--- src/rtl/ifetch_prefetch.sv ---
// Instruction fetch/prefetch unit: issues one ROM request at a time, buffers
// returned words in a small FIFO and hands them to decode; redirects flush and restart.
module ifetch_prefetch #(
  parameter int unsigned DEPTH    = 4,
  parameter logic [15:0] RESET_PC = 16'h0000
) (
  input  logic        clk,
  input  logic        rst,
  output logic        mem_req,
  output logic [15:0] mem_addr,
  input  logic [15:0] mem_data,
  input  logic        mem_valid,
  input  logic        redirect,
  input  logic [15:0] redirect_pc,
  output logic        ins_valid,
  output logic [15:0] ins_data,
  output logic [15:0] ins_pc,
  input  logic        ins_ack
);

  localparam int unsigned AW   = $clog2(DEPTH);
  localparam logic [AW:0] FULL = (AW+1)'(DEPTH);

  typedef enum logic [1:0] {IDLE, WAIT, DROP} state_t;

  state_t        state;
  logic [15:0]   pc;
  logic [15:0]   req_pc;
  logic [AW-1:0] rd_ptr;
  logic [AW-1:0] wr_ptr;
  logic [AW:0]   count;
  logic [15:0]   data_mem [DEPTH];
  logic [15:0]   pc_mem   [DEPTH];
  logic          push;
  logic          pop;
  logic          flush;

  // A redirect kills any same-cycle response, so push never coincides with flush.
  always_comb begin
    flush = redirect;
    push  = (state == WAIT) && mem_valid && !redirect;
    pop   = ins_ack && (count != '0);
  end

  always_ff @(posedge clk or posedge rst) begin
    if (rst) begin
      state    <= IDLE;
      pc       <= RESET_PC;
      req_pc   <= '0;
      mem_req  <= 1'b0;
      mem_addr <= '0;
    end else begin
      mem_req <= 1'b0;
      case (state)
        IDLE: begin
          if (redirect) begin
            pc <= redirect_pc;
          end else if (count < FULL) begin
            mem_req  <= 1'b1;
            mem_addr <= pc;
            req_pc   <= pc;
            pc       <= pc + 16'd1;
            state    <= WAIT;
          end
        end
        WAIT: begin
          if (redirect) begin
            pc    <= redirect_pc;
            state <= mem_valid ? IDLE : DROP;
          end else if (mem_valid) begin
            state <= IDLE;
          end
        end
        DROP: begin
          if (redirect) pc <= redirect_pc;
          if (mem_valid) state <= IDLE;
        end
        default: state <= IDLE;
      endcase
    end
  end

  always_ff @(posedge clk or posedge rst) begin
    if (rst) begin
      rd_ptr   <= '0;
      wr_ptr   <= '0;
      count    <= '0;
      data_mem <= '{default: '0};
      pc_mem   <= '{default: '0};
    end else if (flush) begin
      rd_ptr <= '0;
      wr_ptr <= '0;
      count  <= '0;
    end else begin
      if (push) begin
        data_mem[wr_ptr] <= mem_data;
        pc_mem[wr_ptr]   <= req_pc;
        wr_ptr           <= wr_ptr + AW'(1);
      end
      if (pop) rd_ptr <= rd_ptr + AW'(1);
      case ({push, pop})
        2'b10:   count <= count + (AW+1)'(1);
        2'b01:   count <= count - (AW+1)'(1);
        default: count <= count;
      endcase
    end
  end

  assign ins_valid = (count != '0);
  assign ins_data  = data_mem[rd_ptr];
  assign ins_pc    = pc_mem[rd_ptr];

endmodule

--- config.mk ---
export PLATFORM = sky130hd
export DESIGN_NAME = ifetch_prefetch
export DESIGN_NICKNAME = d
export VERILOG_FILES = /design/src/rtl/ifetch_prefetch.sv
export SDC_FILE = /design/constraint.sdc
export NUM_CORES = 1
export LEC_CHECK = 0
export BUFFER_PORTS_ARGS = -buffer_cell sky130_fd_sc_hd__buf_2
export CAP_MARGIN = 20
export CORE_ASPECT_RATIO = 0.75
export CORE_MARGIN = 10
export CORE_UTILIZATION = 59
export DETAILED_ROUTE_END_ITERATION = 7
export PLACE_DENSITY = 0.81
export SYNTH_ARGS = -nofsm -noshare
export SYNTH_HDL_FRONTEND = slang
export SYNTH_SLANG_ARGS = --single-unit
--- constraint.sdc ---
create_clock -name clk -period 6.9 [get_ports clk]
set_input_delay 1.035 -clock clk [delete_from_list [all_inputs] [get_ports clk]]
set_output_delay 1.035 -clock clk [all_outputs]
set_load 0.02 [all_outputs]
Word-level counts from Yosys, hierarchy flattened --
Cells that the tools add are included.
Storage, ports and cells: word-level logic and storage cells 80, memories 0, RAM bits 0, bits in read-only memories 0, output and inout bits 50, register bits after elaboration 170, bits of input ports 37, bits in latches 0
Operators by class: shifts and indexed selects 0, $mul 0, bitwise operators 3, $add $sub $neg 5, mux-type cells 29, div/mod/pow operators 0, eq/ne operators 8, reduce and logical (&&, ||, !) cells 16, magnitude comparators 4
Operators with widths (number):
- 64-bit bitwise mux | 2
- 16-bit two-way mux | 8
- 16-bit binary-select mux with 2-bit select | 2
- 16-bit demux with 2-bit select | 1
- 16-bit one-hot mux with 2 select lines | 1
- 2-bit two-way mux | 9
- 16-bit by 1-bit adder with 16-bit output, second input constant | 1
- 3-bit >= comparator, second input constant | 2
- 2-bit inverter with 3-bit output | 2
- 2-bit one-hot mux with 3 select lines | 1
- 3-bit one-hot mux with 2 select lines | 1
- 3-bit AND reduction | 2
- 2-bit nonzero test | 3
- 3-bit nonzero test | 2
- 2-bit by 1-bit adder with 2-bit output, second input constant | 2
- 2-bit by 1-bit == test with 1-bit output, second input constant | 2
- 2-bit == test, second input constant | 2
- 1-bit logical AND | 4
- 2-bit != test, second input constant | 2
- 2-bit AND reduction | 2
- 3-bit by 1-bit adder with 3-bit output, second input constant | 1
- 3-bit by 1-bit less-than comparator with 1-bit output, second input constant | 1
- 3-bit less-than comparator, second input constant | 1
- 1-bit two-way mux | 3
- other kinds (8) | 8

Logic depth before layout (Yosys ltp) --
depth after elaboration 6, gate-level depth with buffers 10, mapped depth without buffers 10

Worst setup path before layout --
Ideal clock, no wire load.
kind flip-flop to output port, from register rd_ptr[0], to output ins_data[10], path buffers 2, data required time 5.865 ns, stages on the path, launching flop included 4, slack 4.313 ns, data arrival time 1.552 ns, cell sequence dfrtp_1 clkbuf_1 buf_2 mux4_2
Between the ends: cells in the longest elaborated chain, start to end 4
RTL lines:
- from (decl) | line 29 | logic [AW-1:0] rd_ptr;
- from (signal assigned) | line 100 | if (pop) rd_ptr <= rd_ptr + AW'(1);
- 2-bit inverter with 3-bit output (implied by the code) | line 110 | assign ins_data = data_mem[rd_ptr];
- 16-bit binary-select mux with 2-bit select | line 110
- 16-bit two-way mux (implied by the code) (2 in a row) | line 110
- to (decl) | line 16 | output logic [15:0] ins_data,
No other way between the ends. The select of a mux whose other input is x is not followed.

Final worst setup path --
from register rd_ptr[0], to output ins_pc[15]
Between the ends: cells in the longest elaborated chain, start to end 4
RTL lines:
- 2-bit inverter with 3-bit output (implied by the code) | line 111 | assign ins_pc = pc_mem[rd_ptr];
- 16-bit binary-select mux with 2-bit select | line 111
- 16-bit two-way mux (implied by the code) (2 in a row) | line 111
- to (decl) | line 17 | output logic [15:0] ins_pc,
No other way between the ends. The select of a mux whose other input is x is not followed.

==> results by stage <==
Outcome:
- The run finished with clean final reports.

Run:
- The tool flagged a number of max-cap violations equal to 0.

STA:
- The worst-case clock skew is 0.00856 ns.
- The final-report setup violation count is 0.
- Measured against its own limit, the worst slew margin works out to roughly 46%.
- At the pin with the least slew margin, the transition time is a little over 0.8 ns.
- Setup repair after global routing left no endpoint under its margin.
- The number of hold violations in the final report is 0.
- Derived from the worst setup path, the maximum achievable clock frequency is 0.317 GHz.
- The setup total negative slack is 0 ns.
- The worst path in the final design needs a cycle of between 3 and 4 ns, including I/O delays and setup.
- The total count of max-transition violations in the final report is 0.
- The final period utilization is about 46%.

Yosys:
- The total number of yosys warnings is 0.
- For this run, the leading register cell type out of synthesis is sky130_fd_sc_hd__dfrtp_1.
- The average instance in the mapped netlist occupies 14.2 um2.
- The cell taking the most area after synthesis is sky130_fd_sc_hd__dfrtp_1.
- The number of synthesized flops with an enable pin is 0.
- The fraction of synthesized cell area taken by the top area cell type is ~55%.
- After synthesis, the cell types taking the most area are sky130_fd_sc_hd__dfrtp_1 55%, sky130_fd_sc_hd__mux2_2 21%, sky130_fd_sc_hd__mux4_2 9.3%, sky130_fd_sc_hd__ha_1 1.4%, sky130_fd_sc_hd__a21oi_1 1.2%.
- The mapped cell area is 0.00777 mm2.
- The number of distinct standard cells referenced by the synthesized netlist is 47.
- When the netlist entered floorplanning its net count stood at 595.
- The part of the Yosys area used for sequential elements is 54.8%.
- In the synthesized netlist the async set-or-reset flop fraction comes to 100%.
- Counting flops and latches in the post-synthesis netlist gives 170.
- The gate count after technology mapping is around 550.

Power and ir drop:
- The highest ir drop seen on vdd is 0.249 mV.
- In this run the power density over the cells is 471 mW/mm2.
- The design draws 4230 uW.
- The reported leakage power is between 0.004 and 0.005 uW.

Setup path:
- For flop-to-flop paths, the worst setup slack is roughly 4.4 ns.
- The number of cells traversed by the worst register-to-register path is 7.
- For the worst setup path, the data required time is 5.86 ns.
- STA classifies the critical path startpoint as a flip-flop.
- The critical path ends at ins_pc[15].
- The end of the worst register-to-register path is pc_mem[4].
- The highest fanout seen on the critical path is 34.
- The endpoint kind of the worst setup timing path is an output pin.
- The critical path startpoint is rd_ptr[0].
- The reg-to-reg startpoint is state[1].
- The kind of critical path is flip-flop to output pin.
- STA puts the critical path data arrival time at 2.12 ns.

Clock tree:
- The maximum buffer depth of the clock tree is 2.
- The hold-fix buffer count after cts is 0.
- The post-cts resize count is 0.
- Clock-pin slew was measured on the worst setup and hold paths at 0.06 ns.
- Clock latency on the worst-skew pair, taken at its later pin, is 0.43 ns.
- The root cell of the clock tree is sky130_fd_sc_hd__clkbuf_16.
- The CTS tree is done.
- Clock tree synthesis inserted a total of 17 buffers.
- The maximum level of the CTS H-tree is 4.
- The tree built by TritonCTS fans out to 170 sinks.
- The count of buffers added by post-CTS timing repair for setup is 0.

Routing:
- The highest layer touched by signal routing is met4.
- The aggregate routed wire length is 17.4 mm.
- The detailed-routed wire length on met3 is ~1.2 mm.
- The detailed-route wire length on metal 1 is 7.44 mm.
- In the final routed layout, each cell accounts on average for 21.4 um.
- After detailed routing, the number of remaining DRC violations is 0.
- The number of detailed-route iterations in the first pass is 7.
- Once detail routing completed, the nets flagged for antenna violations numbered 0.
- The met2 wirelength from detailed routing is 8.57 mm.
- The DRC marker count from the first detailed-route iteration is 338.
- The routed layout has 5002 vias.
- Dividing the detail-routed via count by the number of cells gives 6.15.

Global routing:
- Entering global routing, the biggest net connects 88 pins.
- The via count of the first global-routing pass was 5270.
- The first-pass GRT wire length is ~29 mm.
- The residual overflow from global routing is 0.
- The overall track demand over capacity in global routing is approximately a fifth.
- The initial antenna violation count is 1.

Die:
- The floorplan has 36 rows.
- The initial standard-cell utilization of the core is 60.1%.
- The region available for standard cell placement spans 0.0129 mm2.
- The area of the die is 0.0182 mm2.
- Pin placement for this block handled 87 I/O pins.
- The die is 153 um wide.
- The floorplan step set the die height to 119 um.

Place:
- During placement, the flow inserted port buffers numbering 86.
- The wire-length estimate of the detail-placed layout is approximately 11 mm.
- At the end of routability-driven placement, the weighted congestion stood at 0.887.

Hold path:
- Along the worst hold path, the cell count comes to 1.
- The class of the tightest hold or removal check is flip-flop to flip-flop.

Layout:
- The final antenna diode count is 0.
- The area growth from synthesis to layout is 15.6%.
- The share of post-route cells with drive strength above 1 is 47.7%.
- The final net count is roughly 680.
==> per-stage QoR <==
stage,instance area [um2],setup slack [ns],hold slack [ns],cells,util (%)
after floorplan,7770,1.26,0.474,548,-
after global placement,8330,3.99,0.481,780,64.5
after detailed placement,8330,3.94,0.487,780,64.5
after CTS,8950,3.67,0.502,812,69.3
after global routing,8980,3.61,0.510,813,69.5
final,8980,3.74,0.501,813,69.5
==> state kept, by name (all words and copies together) (netlist names), 2 cells and up <==
name and count:
data_mem 64, count 3, pc 16, req_pc 16, state 2, rd_ptr 2
wr_ptr 2, pc_mem 64
==> cells in the final DEF (no fill, tap or decap), drive strengths merged, types with 2 or more instances in the layout <==
cell,netlist,layout
a21o,2,2
or3,3,3
o21ai,11,11
dfrtp,170,170
mux2i,3,3
bufinv,0,3
nand3,10,10
o21a,2,2
a2bb2oi,2,2
a31oi,4,4
o22a,2,2
nor2,19,19
clkinv,0,3
and4,3,3
mux4,32,32
buf,19,96
and2,3,3
o22ai,4,4
nor2b,2,2
a211oi,6,6
mux2,144,144
clkinvlp,0,2
o32ai,2,2
clkbuf,15,20
nand4,5,5
nand2,21,21
inv,11,15
ha,9,9
xor2,3,3
a21oi,19,19
nor4,3,3
nor3,4,4
==> synthesized netlist by cell type, types with 2 or more instances <==
cell and instances:
sky130_fd_sc_hd__o21ai_0 11, sky130_fd_sc_hd__mux2i_1 3, sky130_fd_sc_hd__nor4_1 3, sky130_fd_sc_hd__o32ai_1 2
sky130_fd_sc_hd__and2_1 3, sky130_fd_sc_hd__a21oi_1 19, sky130_fd_sc_hd__nand4_1 5, sky130_fd_sc_hd__and4_1 3
sky130_fd_sc_hd__or3_1 3, sky130_fd_sc_hd__xor2_1 3, sky130_fd_sc_hd__mux4_2 32, sky130_fd_sc_hd__clkbuf_1 14
sky130_fd_sc_hd__nor2b_1 2, sky130_fd_sc_hd__a211oi_1 6, sky130_fd_sc_hd__nor2_1 19, sky130_fd_sc_hd__ha_1 9
sky130_fd_sc_hd__dfrtp_1 170, sky130_fd_sc_hd__o21a_1 2, sky130_fd_sc_hd__a21o_1 2, sky130_fd_sc_hd__o22a_1 2
sky130_fd_sc_hd__nor3_1 4, sky130_fd_sc_hd__o22ai_1 4, sky130_fd_sc_hd__mux2_2 144, sky130_fd_sc_hd__a2bb2oi_1 2
sky130_fd_sc_hd__nand3_1 10, sky130_fd_sc_hd__a31oi_1 4, sky130_fd_sc_hd__inv_1 11, sky130_fd_sc_hd__nand2_1 21
sky130_fd_sc_hd__buf_2 17
==> logic make-up after synthesis <==
family          synth area share, %
mux                            30.5
buf+inv                        2.56
compound gates                 4.86
fa+ha+maj                      1.71
flops                          54.8
simple gates                   5.12
xor+xnor                      0.451
==> report_power, final <==
| group | switching (uW) | internal (uW) | leakage, uW | total (uW) |
|---|---|---|---|---|
| sequential | 306 | 1340 | 0.00219 | 1640 |
| combinational | 841 | 754 | 0.00171 | 1600 |
| clock | 398 | 594 | 0.000299 | 992 |
| total | 1550 | 2690 | 0.00420 | 4230 |
==> worst min path at each step <==
stage	from	slack (ns)	end
finish	pc_mem[31]	0.50	pc_mem[31]
global route	data_mem[13]	0.51	data_mem[13]
CTS	data_mem[26]	0.50	data_mem[26]
detailed placement	data_mem[26]	0.49	data_mem[26]
global placement	data_mem[29]	0.48	data_mem[29]
floorplan	data_mem[31]	0.47	data_mem[31]
==> worst max-delay path, stage by stage, from the launching register on <==
cell	delay (ns)
sky130_fd_sc_hd__dfrtp_2	0.34
sky130_fd_sc_hd__buf_4	0.55
sky130_fd_sc_hd__mux4_2	0.62
sky130_fd_sc_hd__buf_2	0.18
==> layout make-up <==
cell class / instances / area (um2)
Clock buffer: 20 / 457
Sequential cell: 170 / 4260
Tap cell: 171 / 214
Fill cell: 871 / 3950
Multi-Input combinational cell: 333 / 3320
Timing Repair Buffer: 96 / 526
Inverter: 11 / 46.3
Clock inverter: 12 / 161
==> metal layers <==
| metal | GRT usage [%] | vias up |
|---|---|---|
| li1 | - | 2197 |
| met4 | 6.00 | 0 |
| met2 | 31.2 | 204 |
| met3 | 5.29 | 20 |
| met1 | 26.0 | 2581 |
| met5 | 0 | - |
Power figures use the tool's default switching activity.
